### src/rtl/trig_counter_bank.sv
// Bank of NUM_CH up/down counters with shared prescaler, sticky terminal-count flags and a registered read mux.
// Define COUNTER_SNAPSHOT_EN to add a snap-captured shadow bank that rd_data reads instead of the live counts.
module trig_counter_bank #(
    parameter int unsigned NUM_CH = 4,
    parameter int unsigned WIDTH  = 32,
    parameter int unsigned DIV_W  = 16,
    localparam int unsigned SEL_W = (NUM_CH > 1) ? $clog2(NUM_CH) : 1
) (
    input  logic                    clk1,
    input  logic                    reset,
    input  logic [2*NUM_CH-1:0]     mode,
    input  logic [NUM_CH-1:0]       ch_reset,
    input  logic [NUM_CH-1:0]       ch_load,
    input  logic [NUM_CH-1:0]       ch_up,
    input  logic [NUM_CH-1:0]       ch_down,
    input  logic [WIDTH-1:0]        load_value,
    input  logic                    saturate,
    input  logic [DIV_W-1:0]        prescale,
    input  logic [NUM_CH-1:0]       tc_clear,
    input  logic                    snap,
    input  logic [SEL_W-1:0]        rd_sel,
    output logic [WIDTH-1:0]        rd_data,
    output logic [NUM_CH*WIDTH-1:0] count_flat,
    output logic [NUM_CH-1:0]       tc_flag
);

    typedef enum logic [1:0] {
        MODE_OFF  = 2'b00,
        MODE_UP   = 2'b01,
        MODE_TRIG = 2'b10,
        MODE_DOWN = 2'b11
    } mode_e;

    logic [DIV_W-1:0]                r_pre_cnt;
    logic [NUM_CH-1:0][WIDTH-1:0]    r_cnt;
    logic [NUM_CH-1:0]               r_tc;
    logic [WIDTH-1:0]                r_rd;

    logic                            w_tick;
    logic [NUM_CH-1:0]               w_inc;
    logic [NUM_CH-1:0]               w_dec;
    logic [NUM_CH-1:0]               w_hit;
    logic [NUM_CH-1:0][WIDTH-1:0]    w_cnt_nxt;
    logic [NUM_CH-1:0][WIDTH-1:0]    w_rd_src;
    logic [WIDTH-1:0]                w_rd_nxt;

    assign w_tick = (r_pre_cnt == prescale);

    always_comb begin
        w_inc     = '0;
        w_dec     = '0;
        w_hit     = '0;
        w_cnt_nxt = r_cnt;
        for (int unsigned i = 0; i < NUM_CH; i++) begin
            case (mode_e'(mode[2*i +: 2]))
                MODE_UP:   w_inc[i] = w_tick;
                MODE_DOWN: w_dec[i] = w_tick;
                MODE_TRIG: begin
                    w_inc[i] = ch_up[i] & ~ch_down[i];
                    w_dec[i] = ch_down[i] & ~ch_up[i];
                end
                default: ;
            endcase
            // A limit event only counts when the step actually wins priority.
            w_hit[i] = ~ch_reset[i] & ~ch_load[i] &
                       ((w_inc[i] & (r_cnt[i] == '1)) | (w_dec[i] & (r_cnt[i] == '0)));
            if (ch_reset[i])
                w_cnt_nxt[i] = '0;
            else if (ch_load[i])
                w_cnt_nxt[i] = load_value;
            else if (w_inc[i] && !(saturate && r_cnt[i] == '1))
                w_cnt_nxt[i] = r_cnt[i] + WIDTH'(1);
            else if (w_dec[i] && !(saturate && r_cnt[i] == '0))
                w_cnt_nxt[i] = r_cnt[i] - WIDTH'(1);
        end
    end

`ifdef COUNTER_SNAPSHOT_EN
    logic [NUM_CH-1:0][WIDTH-1:0] r_shadow;

    always_ff @(posedge clk1) begin
        if (reset)
            r_shadow <= '0;
        else if (snap)
            r_shadow <= r_cnt;
    end

    assign w_rd_src = r_shadow;
`else
    logic w_snap_unused;
    assign w_snap_unused = snap;
    assign w_rd_src      = r_cnt;
`endif

    always_comb begin
        w_rd_nxt = '0;
        for (int unsigned i = 0; i < NUM_CH; i++) begin
            if (rd_sel == SEL_W'(i))
                w_rd_nxt = w_rd_src[i];
        end
    end

    always_ff @(posedge clk1) begin
        if (reset) begin
            r_pre_cnt <= '0;
            r_cnt     <= '0;
            r_tc      <= '0;
            r_rd      <= '0;
        end else begin
            r_pre_cnt <= w_tick ? '0 : r_pre_cnt + DIV_W'(1);
            r_cnt     <= w_cnt_nxt;
            r_tc      <= w_hit | (r_tc & ~tc_clear);
            r_rd      <= w_rd_nxt;
        end
    end

    assign count_flat = r_cnt;
    assign tc_flag    = r_tc;
    assign rd_data    = r_rd;

endmodule

### config.mk
export PLATFORM = sky130hd
export DESIGN_NAME = trig_counter_bank
export DESIGN_NICKNAME = d
export VERILOG_FILES = /design/src/rtl/trig_counter_bank.sv
export SDC_FILE = /design/constraint.sdc
export NUM_CORES = 1
export LEC_CHECK = 0
export ABC_AREA = 0
export BUFFER_PORTS_ARGS = -buffer_cell sky130_fd_sc_hd__buf_2
export CELL_PAD_IN_SITES_DETAIL_PLACEMENT = 0
export CELL_PAD_IN_SITES_GLOBAL_PLACEMENT = 1
export CORE_MARGIN = 1.5
export CORE_UTILIZATION = 43
export DETAILED_ROUTE_END_ITERATION = 6
export PLACE_DENSITY_LB_ADDON = 0.15
export SLEW_MARGIN = 20
export SYNTH_ARGS = -nofsm -noshare
export SYNTH_HDL_FRONTEND = slang
export SYNTH_SLANG_ARGS = --single-unit
### constraint.sdc
create_clock -name clk1 -period 6.85 [get_ports clk1]
set_input_delay 0.685 -clock clk1 [delete_from_list [all_inputs] [get_ports clk1]]
set_output_delay 0.685 -clock clk1 [all_outputs]
set_load 0.02 [all_outputs]
==> run metrics <==
# DRC=0; Vias=16100; crit path cell chain=buf_4 > nand4_1 > nor4_1 > nand2_1 > o21ai_2 > buf_4 > inv_1 > fa_1 > nor2b_1 > o21ai_1 > a2111oi_0 > o21ai_0 > a21oi_1 > o221ai_2 > o221ai_1 > a21oi_1 > xor2_1 > a21oi_1; CTS Hold Buffers Added=0; CTS resizes=0; critical path type=reg2reg; CP dominant cell by count=a21oi_1; Clock Sinks=180; Antenna Cells=0; synthesized cell area=15000 um2; io pins=246; Slew Viols, Final=0; Async S/R FF share, synth=0%; post-CTS setup buffers=0; cell count after placement=2529; Netlist cell types=92; effective utilization at floorplan=43.7%; cell count after synthesis=1875; clock buffer depth=2; worst hold stages=2; R2R cell count=18; maxcap violations=0; drt wl/cell=24.5 um; reg2reg end=count_flat[122]; CP delay by family, top=compound AO/OA/AOI/OAI gates; crit-path max FO=35; Hold EP=tc_flag[0]; YS warnings=0; Hold Crit Class=reg2reg; share of cells above drive strength 1=18.3%; final std cells w/o fill=2561; Post-synth EDFFs=0; Power Density=216 nW/um2; vias per cell=6.28; post-synthesis sequential area ratio=23.9%; dpl ws=1.22 ns; minimum clock period=5.48 ns; CP arrival=5.88 ns; Num CTS Buffers=17; Skew-Pair Late Insertion Delay=0.47 ns; Final nets=2316; setup_tns=0 ns; row count=68; largest net degree at the start of global routing=58; drt initial violations=1508; initial antenna violation count=4; worst reg2reg path startpoint=count_flat[111]; sequential share of power=32.5%; DP HPWL=47.6 mm; average size of a mapped cell=8.03 um2; Synth Flop Type=dfxtp_1; Switching Share=39.4%; peak supply drop=0.207 mV; internal power=2.28 mW; CTS tree=built; clock share of power=28.0%; first-pass GRT wire length=92.9 mm; Initial DRT Pass Iterations=5; Die H=190 um; buffers added on ports=244; Leak=7.90 nW; sw power=1.48 mW; die area=36100 um2; worst reg-to-reg setup slack=1.37 ns; clock-pin slew on the worst setup and hold paths=0.07 ns; Worst setup EP type=flop; Tcrit/Tclk final=80.1%; filler instances=3444; slowest CP cell=nor4_1; Max-Slew Margin vs Limit=34.3%; CTS Root Cell=clkbuf_16; Buf/Inv on CP=3; Area Overhead vs Synth=15.5%; hold wc startpoint=tc_flag[0]; die span in x=190 um; final hold violations=0; max incr delay on CP=0.82 ns; endpoints failing setup=0; vias in the first global route=14700; upper clock frequency limit=0.182 GHz; RSZ-0062 raised after global routing=false; antenna viol nets, final=0; Detailed Route WL=62.7 mm; combinational fraction of design power=39.5%; Worst Skew=0.0167 ns; Total GRT Usage=34.4%; CP startpoint kind=flop; status=complete, no violations; H-tree depth=4; gp weighted congestion=0.961; Core ar.=34500 um2; total grt overflow=0; Seq cells post-synth=180; setup slack after layout=1.37 ns; syn nets=2098; Critical Path RT=7.24 ns; worst slew pin tran=0.982 ns
routing by layer:
metal	part of all wire [%]	GRT usage, %	up-vias
met1	42	46.8	7722
met4	3.2	11.5	4
met3	8.9	5.22	111
met5	0.041	0	-
li1	-	-	7498
met2	45	55.3	750
cell type report:
type,instances,area [um2],share of cell area (%)
tap,455,569,3.27
clock inverter,12,144,0.828
timing repair buffer,280,1490,8.59
inverter,64,240,1.38
clock buffer,20,467,2.68
sequential,180,3600,20.7
multi-input combinational,1550,10900,62.5
Yosys cell counts (16+ instances only):
cell      number  area, um2
dfxtp_1      180       3600
a21oi_1      175        876
nor2_1       165        619
nand2_1      163        612
ha_1         137       1710
o21ai_0      131        656
xnor2_1       69        604
inv_1         62        233
a21o_1        58        435
nand4_1       57        357
xor2_1        50        438
clkbuf_1      48        180
nor2b_1       48        300
a211oi_1      44        330
nor4_1        41        257
nand3_1       37        185
mux4_2        32        721
o211ai_1      28        210
a31oi_1       25        156
o221ai_1      23        201
nand2b_1      20        125
nor3_1        20        100
mux2i_1       18        180
buf_2         17       85.1
and3_1        16        100
how the worst max path moves through the flow:
stage / startpoint / to / slack, ns / cells past startpoint
4_1_cts: count_flat[111] / count_flat[122] / 1.36 / 18
3_5_place_dp: prescale[15] / count_flat[63] / 1.22 / 19
3_3_place_gp: prescale[15] / count_flat[92] / 1.28 / 19
2_1_floorplan: count_flat[79] / count_flat[90] / 1.22 / 16
6_report: count_flat[111] / count_flat[122] / 1.37 / 18
5_1_grt: count_flat[111] / count_flat[122] / 1.07 / 18
per-stage QoR:
step	total power [mW]	instance area, um2	utilization [%]	hold slack, ns
finish	3.76	17400	50.5	0.492
global route	3.95	17400	50.5	0.519
CTS	3.75	17400	50.4	0.498
detailed placement	2.70	16800	48.7	0.478
global placement	2.69	16800	48.7	0.464
floorplan	2.27	15000	-	0.452
worst reg2reg max path, delay by kind of cell (launching register included):
kind / cells / cell delay [ns]
AND/OR/NAND/NOR: 4 / 1.42
buffers and inverters: 3 / 0.83
adder cells (fa/ha/maj): 1 / 0.43
XOR/XNOR: 1 / 0.16
AO/OA/AOI/OAI: 9 / 2.28
flip-flops: 1 / 0.31
sequential cells by signal (all words and copies together) (netlist names):
register,cells
rd_data,32
r_pre_cnt,16
tc_flag,4
count_flat,128
power by group through the flow:
stage	logic (mW)	registers (mW)	clock network, mW
2_1_floorplan	1.02	1.25	0
3_3_place_gp	1.45	1.24	0
3_5_place_dp	1.46	1.24	0
4_1_cts	1.47	1.22	1.07
5_1_grt	1.63	1.22	1.10
6_report	1.48	1.22	1.05
cell families after synthesis:
| family | after synthesis | share of synthesized area (%) |
|---|---|---|
| AOI/OAI and AO/OA | 624 | 27.2 |
| and+or+nand+nor | 615 | 20.0 |
| DFF | 180 | 23.9 |
| buffers and inverters | 145 | 3.90 |
| adders and majority gates | 141 | 11.9 |
| xor gates and xnor gates | 119 | 6.93 |
| muxes | 51 | 6.06 |
cell usage in the layout (no fill, tap or decap), drive strengths merged, types with 15 or more instances in the layout:
master	Yosys	routed
ha	137	137
nand3	37	37
nor2	166	166
nand2b	20	20
o221ai	24	24
inv	63	67
nor3	21	21
o211ai	29	29
o21bai	15	15
a211oi	45	45
nand2	164	164
xnor2	69	69
clkbuf	52	20
nor4	43	43
dfxtp	180	180
buf	28	280
mux2i	18	18
a21oi	176	176
and3	16	16
a21o	60	60
nor2b	48	48
a31oi	28	28
mux4	32	32
nand4	58	58
xor2	50	50
o21ai	141	141
Note: power is estimated with default switching activity, not from simulation.
